$ cat config.mk
export PLATFORM = sky130hd
export DESIGN_NAME = dsp_lane_bank_flat
export DESIGN_NICKNAME = d
export VERILOG_FILES = /design/src/rtl/dsp_lane_bank_if.sv /design/src/rtl/dsp_lane_bank.sv /design/src/flat_wrapper.sv
export SDC_FILE = /design/constraint.sdc
export NUM_CORES = 2
export LEC_CHECK = 0
export CAP_MARGIN = 20
export CORE_ASPECT_RATIO = 1.75
export CORE_MARGIN = 8
export CORE_UTILIZATION = 40
export DETAILED_ROUTE_END_ITERATION = 7
export PLACE_DENSITY = 0.55
export SYNTH_ARGS = -nofsm -noshare
export SYNTH_HDL_FRONTEND = slang
export SYNTH_SLANG_ARGS = --single-unit
$ cat constraint.sdc
create_clock -name clk -period 7.13 [get_ports clk]
set_input_delay 1.426 -clock clk [delete_from_list [all_inputs] [get_ports clk]]
set_output_delay 1.426 -clock clk [all_outputs]
set_load 0.02 [all_outputs]
$ cat src/rtl/dsp_lane_bank_if.sv
// dsp_lane_bank_if: operand/product bundle between the matrix compute engine
// (master) and the shared multiply bank (slave).
interface dsp_lane_bank_if #(
  parameter int LANES = 5,
  parameter int A_W   = 18,
  parameter int B_W   = 18,
  parameter int OUT_W = 37
);
  logic                             dsp_ce;
  logic                             flush;
  logic [LANES-1:0][A_W-1:0]        dsp_a0;
  logic [LANES-1:0][B_W-1:0]        dsp_b0;
  logic [LANES-1:0][OUT_W-1:0]      dsp_out;
  logic                             out_valid;
  logic [15:0]                      mac_count;

  modport master (
    output dsp_ce, flush, dsp_a0, dsp_b0,
    input  dsp_out, out_valid, mac_count
  );

  modport slave (
    input  dsp_ce, flush, dsp_a0, dsp_b0,
    output dsp_out, out_valid, mac_count
  );
endinterface

$ cat src/rtl/dsp_lane_bank.sv
// dsp_lane_bank: LANES independent CE-gated pipelined multipliers with a shared
// valid-token shift register, synchronous flush and a saturating CE counter.
// Optional feature macro: DSP_LANE_BANK_SIGNED_EN (signed operands, sign-extended
// product). Default build is unsigned with zero extension.

// One multiply lane: operand register, product register, then delay stages.
module dsp_lane #(
  parameter int A_W   = 18,
  parameter int B_W   = 18,
  parameter int OUT_W = 37,
  parameter int PIPE  = 2
) (
  input  logic             clk,
  input  logic             rst_n,
  input  logic             ce,
  input  logic             flush,
  input  logic [A_W-1:0]   a,
  input  logic [B_W-1:0]   b,
  output logic [OUT_W-1:0] p
);
  localparam int PW = A_W + B_W;

  // Full-width product, extended to OUT_W (OUT_W > PW so the pad is never empty).
  function automatic logic [OUT_W-1:0] mul_ext(input logic [A_W-1:0] fa,
                                               input logic [B_W-1:0] fb);
    logic [PW-1:0] xa;
    logic [PW-1:0] xb;
    logic [PW-1:0] prod;
`ifdef DSP_LANE_BANK_SIGNED_EN
    // Low PW bits of a PW x PW product of sign-extended operands equal the
    // exact signed product, which always fits in PW bits.
    xa   = {{B_W{fa[A_W-1]}}, fa};
    xb   = {{A_W{fb[B_W-1]}}, fb};
    prod = xa * xb;
    return {{(OUT_W-PW){prod[PW-1]}}, prod};
`else
    xa   = {{B_W{1'b0}}, fa};
    xb   = {{A_W{1'b0}}, fb};
    prod = xa * xb;
    return {{(OUT_W-PW){1'b0}}, prod};
`endif
  endfunction

  if (PIPE == 1) begin : g_p1
    logic [OUT_W-1:0] p_q;
    // Single stage: live operands multiplied straight into the output register.
    always_ff @(posedge clk or negedge rst_n) begin
      if (!rst_n)     p_q <= '0;
      else if (flush) p_q <= '0;
      else if (ce)    p_q <= mul_ext(a, b);
    end
    assign p = p_q;
  end else begin : g_pn
    logic [A_W-1:0]              a_r;
    logic [B_W-1:0]              b_r;
    logic [PIPE:2][OUT_W-1:0]    stg;
    // Operand capture, product register, then plain delay stages 3..PIPE.
    always_ff @(posedge clk or negedge rst_n) begin
      if (!rst_n) begin
        a_r <= '0;
        b_r <= '0;
        stg <= '0;
      end else if (flush) begin
        a_r <= '0;
        b_r <= '0;
        stg <= '0;
      end else if (ce) begin
        a_r    <= a;
        b_r    <= b;
        stg[2] <= mul_ext(a_r, b_r);
        for (int k = 3; k <= PIPE; k++) stg[k] <= stg[k-1];
      end
    end
    assign p = stg[PIPE];
  end
endmodule

module dsp_lane_bank #(
  parameter int LANES = 5,
  parameter int A_W   = 18,
  parameter int B_W   = 18,
  parameter int OUT_W = 37,
  parameter int PIPE  = 2
) (
  input  logic            clk,
  input  logic            rst_n,
  dsp_lane_bank_if.slave  bus
);
  if (PIPE < 1 || PIPE > 4) begin : g_bad_pipe
    $error("dsp_lane_bank: PIPE must be 1..4");
  end
  if (OUT_W < A_W + B_W + 1) begin : g_bad_outw
    $error("dsp_lane_bank: OUT_W must be >= A_W+B_W+1");
  end

  logic [PIPE:1]  vld_pipe;
  logic [PIPE:0]  vld_nxt;
  logic [15:0]    cnt_q;

  for (genvar i = 0; i < LANES; i++) begin : g_lane
    dsp_lane #(.A_W(A_W), .B_W(B_W), .OUT_W(OUT_W), .PIPE(PIPE)) u_lane (
      .clk   (clk),
      .rst_n (rst_n),
      .ce    (bus.dsp_ce),
      .flush (bus.flush),
      .a     (bus.dsp_a0[i]),
      .b     (bus.dsp_b0[i]),
      .p     (bus.dsp_out[i])
    );
  end

  // A 1 enters the token chain on every CE edge; the last bit marks a real product.
  assign vld_nxt = {vld_pipe, 1'b1};

  // Token shift register, moves in lockstep with the data stages.
  always_ff @(posedge clk or negedge rst_n) begin
    if (!rst_n)            vld_pipe <= '0;
    else if (bus.flush)    vld_pipe <= '0;
    else if (bus.dsp_ce)   vld_pipe <= vld_nxt[PIPE-1:0];
  end

  // CE-cycle activity counter, saturating at all-ones; flush takes priority.
  always_ff @(posedge clk or negedge rst_n) begin
    if (!rst_n)                               cnt_q <= '0;
    else if (bus.flush)                       cnt_q <= '0;
    else if (bus.dsp_ce && cnt_q != 16'hFFFF) cnt_q <= cnt_q + 16'd1;
  end

  assign bus.out_valid = vld_pipe[PIPE];
  assign bus.mac_count = cnt_q;
endmodule
$ cat src/flat_wrapper.sv
// flat-port wrapper written by rule: the top's interface ports become plain ports
module dsp_lane_bank_flat 
#(
  parameter int LANES = 5,
  parameter int A_W   = 18,
  parameter int B_W   = 18,
  parameter int OUT_W = 37,
  parameter int PIPE  = 2
)
  (clk, rst_n, bus_dsp_ce, bus_flush, bus_dsp_a0, bus_dsp_b0, bus_dsp_out, bus_out_valid, bus_mac_count);
  dsp_lane_bank_if #(.LANES(LANES), .A_W(A_W), .B_W(B_W), .OUT_W(OUT_W)) bus_i ();
  input  logic clk;
  input  logic rst_n;
  input wire logic [$bits(bus_i.dsp_ce)-1:0] bus_dsp_ce;
  input wire logic [$bits(bus_i.flush)-1:0] bus_flush;
  input wire logic [$bits(bus_i.dsp_a0)-1:0] bus_dsp_a0;
  input wire logic [$bits(bus_i.dsp_b0)-1:0] bus_dsp_b0;
  output wire logic [$bits(bus_i.dsp_out)-1:0] bus_dsp_out;
  output wire logic [$bits(bus_i.out_valid)-1:0] bus_out_valid;
  output wire logic [$bits(bus_i.mac_count)-1:0] bus_mac_count;
  assign bus_i.dsp_ce = bus_dsp_ce;
  assign bus_i.flush = bus_flush;
  assign bus_i.dsp_a0 = bus_dsp_a0;
  assign bus_i.dsp_b0 = bus_dsp_b0;
  assign bus_dsp_out = bus_i.dsp_out;
  assign bus_out_valid = bus_i.out_valid;
  assign bus_mac_count = bus_i.mac_count;
  dsp_lane_bank #(.LANES(LANES), .A_W(A_W), .B_W(B_W), .OUT_W(OUT_W), .PIPE(PIPE)) u_core (.clk(clk), .rst_n(rst_n), .bus(bus_i));
endmodule
-- Yosys cells after proc, flatten, opt, wreduce, memory -nomap -nowiden
Cells that the tools add are included.
- reduce and logical (&&, ||, !) cells: 3
- equality and inequality tests: 1
- multipliers: 5
- mux-type cells: 34
- add/subtract/negate cells: 1
- operator list (operator ; number):
    37-bit two-way mux ; 10
    18-bit two-way mux ; 20
    18-bit by 18-bit multiplier with 36-bit output ; 5
    16-bit two-way mux ; 2
    16-bit by 1-bit adder with 16-bit output (second input constant) ; 1
    16-bit != test (second input constant) ; 1
    2-bit two-way mux ; 2
    2-bit nonzero test ; 2
    1-bit logical AND ; 1
- register bits after elaboration: 383

-- Longest topological paths before layout
- depth in word-level cells: 4
- depth in mapped cells: 25
- mapped depth without buffers: 23

-- Cells and area by module
Synthesis repeated with hierarchy kept, for this count alone.
- cell total of the unflattened synthesis: 7737
- area, all modules: 69512.9 um^2
- modules (own cells, without submodules) (module ; seq. area each (um^2) ; times used ; cells each ; area each (um^2)):
    dsp_lane (u_core.g_lane[1].u_lane ...) ; 1801.7 ; 3 ; 1536 ; 13715.7
    dsp_lane (u_core.g_lane[0].u_lane) ; 1801.7 ; 1 ; 1527 ; 13740.7
    dsp_lane (u_core.g_lane[4].u_lane) ; 1801.7 ; 1 ; 1494 ; 13584.3
    dsp_lane_bank ; 450.4 ; 1 ; 108 ; 1041.0

-- Worst setup path after synthesis
No wires, ideal clock.
- path kind: reg-to-reg
- from: register u_core.g_lane[3].u_lane.g_pn.b_r[9]
- to: register u_core.g_lane[3].u_lane.g_pn.stg (netlist bit u_core.g_lane[3].u_lane.p[30])
- data required time: 7.008 ns
- arrival time: 6.098 ns
- setup slack: 0.911 ns
- clock period less this slack: 6.219 ns
- cell stages (with the launch flop): 25
- setup time: 0.122 ns
- cell sequence: dfrtp_1 clkbuf_1 clkbuf_1 nand2_1 fa_1 inv_1 fa_1 inv_1 fa_1 inv_1 fa_1 fa_1 inv_1 fa_1 inv_1 ha_1 a21oi_1 o21ai_0 a2111oi_2 nor2_2 a21oi_4 o31ai_2 o21a_1 or3_1 a32o_1
- word-level cells in the longest chain between the ends: 3
- ends and longest elaborated chain (item ; line ; source):
    start, declared ; dsp_lane_bank.sv:55 ; logic [B_W-1:0] b_r;
    start signal, assigned ; dsp_lane_bank.sv:61 ; b_r <= '0;
    start signal, assigned ; dsp_lane_bank.sv:65 ; b_r <= '0;
    start signal, assigned ; dsp_lane_bank.sv:69 ; b_r <= b;
    18-bit by 18-bit multiplier with 36-bit output ; dsp_lane_bank.sv:39 ; prod = xa * xb;
    37-bit two-way mux ; dsp_lane_bank.sv:67 ; end else if (ce) begin
    37-bit two-way mux ; dsp_lane_bank.sv:63 ; end else if (flush) begin
    end, declared ; dsp_lane_bank.sv:56 ; logic [PIPE:2][OUT_W-1:0] stg;
No other way between the ends. The select of a mux whose other input is x is not followed.
A chain may end at the register's enable or synchronous reset.

-- Worst setup path after layout
- from: register u_core.g_lane[4].u_lane.g_pn.b_r[11]
- to: register u_core.g_lane[4].u_lane.g_pn.stg (netlist bit u_core.g_lane[4].u_lane.p[34])
- word-level cells in the longest chain between the ends: 3
- ends and longest elaborated chain (item ; line):
    start, declared ; dsp_lane_bank.sv:55
    start signal, assigned ; dsp_lane_bank.sv:61
    start signal, assigned ; dsp_lane_bank.sv:65
    start signal, assigned ; dsp_lane_bank.sv:69
    18-bit by 18-bit multiplier with 36-bit output ; dsp_lane_bank.sv:39
    37-bit two-way mux ; dsp_lane_bank.sv:67
    37-bit two-way mux ; dsp_lane_bank.sv:63
    end, declared ; dsp_lane_bank.sv:56
No other way between the ends. The select of a mux whose other input is x is not followed.

==> flow_summary.yaml <==
global_routing:
  grt_pass1_vias: 56200
  antenna_found_initial: 12
  overflow: 0
  track_usage_pct: 23.0
  grt_pass1_wl_um: 328000
  grt_max_degree: 127
sta:
  setup-tns-final_ns: 0
  rsz0062_at_grt: "no"
  drv_slew: 0
  slew-limit-headroom_pct: 29.3
  hold_viol_final: 0
  min_period_ns: 6.80
  tightest_slew_ns: 1.06
  finClkSkew_ns: 0.0657
  fin_hold_ws_ns: 0.479
  setup_violations: 0
  timing.fmax_mhz: 147
  fin_crit_sh_pct: 95.4
floorplanning:
  dieArea_um2: 183000
  die_y_um: 560
  dieWidth_um: 327
  coreArea_um2: 168000
  start_util_pct: 40.3
  fp-row-count: 199
  pin_count: 386
clock_network:
  clock_tree.buffer_depth: 3
  clk_latency_ns: 0.71
  postCtsHoldBufs: 0
  clk_pin_slew_ns: 0.06
  cts_buffers: 48
  cts_tree: "yes"
  clock_sinks: 378
  cts_root_buffer: "clkbuf_16"
  htreeDepth: 2
synth:
  syn_avg_cell_area_um2: 9.07
  syn-cell-area_um2: 67600
  synth_flop_cell: "dfrtp_1"
  ys_ff_latch: 378
  synth-edff-count: 0
  yosysWarnings: 0
  async_flop_share_pct: 100
  ys_seq_area_share_pct: 14.0
  syn_inst: 7457
  ys_types: 78
setup_path:
  cp_max_fo: 15
  critPathLaunchType: "flip-flop"
  cpLargestDelayFamily: "adder cells"
  crit_top_cell: "fa_1"
  crit_arrival_ns: 7.33
  r2r_end: "u_core.g_lane[4].u_lane.p[34]"
  crit-reg2reg-launch: "u_core.g_lane[4].u_lane.g_pn.b_r[11]"
  r2r_slack_ns: 0.33
  worstRegToRegCells: 21
  critPathRequiredTime_ns: 7.66
  cpMaxStageDelayCell: "dfrtp_1"
  cpPeakStageDelay_ns: 0.83
  cp-end-kind: "flip-flop"
  crit_buf_inv: 4
  crit_chain: "buf_4 > nand2_1 > fa_1 > inv_1 > fa_1 > fa_1 > fa_1 > fa_1 > inv_1 > fa_1 > inv_1 > ha_1 > a21o_1 > a21o_1 > a21oi_1 > o211ai_1 > o21ai_0 > nand2_1 > a21oi_1 > xnor2_1 > o21ai_0"
  path_class: "flip-flop to flip-flop"
placement:
  port_buffers: 380
  gp_congestion: 0.915
  dp_hpwl_um: 172000
pwr:
  cellPowerDensity_nw_per_um2: 117
  ir_drop_mv: 0.169
  p_leak_nw: 40.2
run_status:
  status: "finished clean"
routing:
  vias: 50200
  drt_wl_total_um: 209000
  antenna_left: 0
  drt_iter0_markers: 2429
  drc_errors: 0
  wl_per_cell_um: 21.1
  drtPass1Iterations: 6
  drt-vias-per-instance: 5.07
run:
  drv_cap: 0
worst_hold_path:
  hp-class: "flip-flop to flip-flop"
  min_delay_worst_endpoint: "u_core.g_lane[0].u_lane.p[25]"
  holdCritStartpoint: "u_core.g_lane[0].u_lane.p[25]"
  min_path_cells: 2
finish:
  final_nets: 9661
  area_growth_pct: 12.0
  layout-drive-gt1-share_pct: 4.02
==> Yosys cell counts, drive strengths merged, types with 5 or more instances <==
| cell | number | area (um^2) |
|---|---|---|
| inv | 1580 | 5930 |
| fa | 1280 | 25600 |
| nand2 | 1090 | 4090 |
| and2 | 676 | 4230 |
| ha | 551 | 6890 |
| clkbuf | 402 | 1510 |
| dfrtp | 378 | 9460 |
| nor2 | 378 | 1420 |
| mux2i | 271 | 2710 |
| a21oi | 126 | 646 |
| o21ai | 112 | 568 |
| a21o | 89 | 668 |
| xnor2 | 86 | 753 |
| xor2 | 64 | 561 |
| nand3 | 46 | 230 |
| buf | 42 | 176 |
| a211oi | 28 | 215 |
| o21bai | 21 | 158 |
| a31oi | 18 | 119 |
| nand4 | 18 | 113 |
| nor2b | 16 | 100 |
| or3 | 15 | 93.8 |
| and3 | 13 | 81.3 |
| nor3 | 13 | 65.1 |
| o21a | 13 | 97.6 |
| o31ai | 13 | 108 |
| nand2b | 10 | 62.6 |
| a211o | 8 | 70.1 |
| and4 | 7 | 61.3 |
| o211ai | 7 | 52.6 |
| o221ai | 6 | 58.8 |
| a2111oi | 5 | 56.3 |
| a41oi | 5 | 58.8 |
| nand3b | 5 | 37.5 |
| nor4 | 5 | 31.3 |
==> worst max-delay path by stage <==
stage                                               startpoint                       endpoint  cells after the start
after floorplan            u_core.g_lane[3].u_lane.g_pn.b_r[9]  u_core.g_lane[3].u_lane.p[30]                     24
after global placement     u_core.g_lane[2].u_lane.g_pn.b_r[9]  u_core.g_lane[2].u_lane.p[30]                     20
after detailed placement  u_core.g_lane[4].u_lane.g_pn.b_r[11]  u_core.g_lane[4].u_lane.p[34]                     21
after CTS                  u_core.g_lane[2].u_lane.g_pn.b_r[9]  u_core.g_lane[2].u_lane.p[34]                     22
after global routing       u_core.g_lane[2].u_lane.g_pn.a_r[4]  u_core.g_lane[2].u_lane.p[32]                     22
final                     u_core.g_lane[4].u_lane.g_pn.b_r[11]  u_core.g_lane[4].u_lane.p[34]                     21
==> area by class of cell <==
cell class	instances	area, um^2
antenna	3	7.51
clock buffer	58	1290
clock inverter	28	308
fill	16500	92300
inverter	1580	5930
multi-input combinational	5059	50600
sequential	378	9460
tap	2211	2770
timing repair buffer	579	5430
==> power by group <==
group / internal [W] / total, W / leakage, nW / switching [W]
Sequential: 0.00230 / 0.00266 / 5.09 / 0.000362
Combinational: 0.00147 / 0.00360 / 34.3 / 0.00213
Clock: 0.00141 / 0.00261 / 0.761 / 0.00119
Total: 0.00518 / 0.00887 / 40.2 / 0.00368
==> cells by family (layout without fill, tap and decap cells) <==
kind of cell,after synthesis,count (layout),synth area share (%)
compound gates,502,502,4.94
xor+xnor,150,150,1.94
fa+ha+maj,1831,1831,48.1
buf+inv,2024,2245,11.3
flops,378,378,14.0
mux,272,272,4.03
other cells,1,8,0.00554
simple gates,2299,2299,15.8
==> stage by stage <==
stage               utilization [%]  cells  total power [W]  instance area [um^2]  worst slack, ns
floorplan                         -   7461          0.00483                 67700            0.911
global placement               44.1   9807          0.00631                 74200            0.326
detailed placement             44.1   9807          0.00634                 74200            0.303
CTS                            45.1   9893          0.00906                 75800            0.300
global route                   45.1   9894          0.00950                 75800           0.0548
finish                         45.1   9896          0.00887                 75800            0.327
==> timing repair <==
action / 4_1_cts / 5_1_grt
gates resized for setup: 0 / 2
setup endpoints to repair: 0 / 4
setup buffers: 0 / 0
==> sequential cells by signal (all words and copies together), names as in the netlist <==
| name | count |
|---|---|
| u_core.g_lane.u_lane.p | 180 |
| u_core.vld_pipe | 2 |
| u_core.g_lane.u_lane.g_pn.a_r | 90 |
| u_core.g_lane.u_lane.g_pn.b_r | 90 |
| u_core.bus.mac_count | 16 |
==> layout by cell type (no fill, tap or decap), types with 9 or more instances in the layout <==
master / count
a21oi_1: 124
clkbuf_16: 48
buf_12: 9
a21o_1: 89
nor3_1: 13
o21ai_0: 95
nand2b_1: 9
xor2_1: 64
nand4_1: 18
fa_1: 1280
o21ai_1: 14
nand2_1: 1090
and3_1: 13
o21a_1: 13
o31ai_1: 11
nand3_1: 46
o21bai_1: 21
nor2b_1: 15
ha_1: 551
dfrtp_1: 377
xnor2_1: 86
and2_1: 676
a211oi_1: 27
a31oi_1: 17
nor2_1: 376
mux2i_1: 271
clkinv_2: 9
clkdlybuf4s50_1: 377
or3_1: 15
inv_1: 1580
buf_4: 190
==> routing by layer <==
| layer | GRT usage [%] | vias up | part of all wire (%) |
|---|---|---|---|
| met1 | 26.3 | 25900 | 38 |
| met5 | 0 | - | 0.028 |
| li1 | - | 22600 | - |
| met2 | 42.7 | 1230 | 53 |
| met4 | 9.12 | 10 | 4.5 |
| met3 | 3.33 | 431 | 4.5 |
==> worst register-to-register path, stage by stage (launching register included) <==
cell,delay [ns]
dfrtp_1,0.83
buf_4,0.29
nand2_1,0.07
fa_1,0.50
inv_1,0.05
fa_1,0.48
fa_1,0.56
fa_1,0.44
fa_1,0.50
inv_1,0.05
fa_1,0.48
inv_1,0.04
ha_1,0.35
a21o_1,0.20
a21o_1,0.19
a21oi_1,0.26
o211ai_1,0.35
o21ai_0,0.41
nand2_1,0.19
a21oi_1,0.22
xnor2_1,0.14
o21ai_0,0.10
Note: power is estimated with default switching activity, not from simulation.
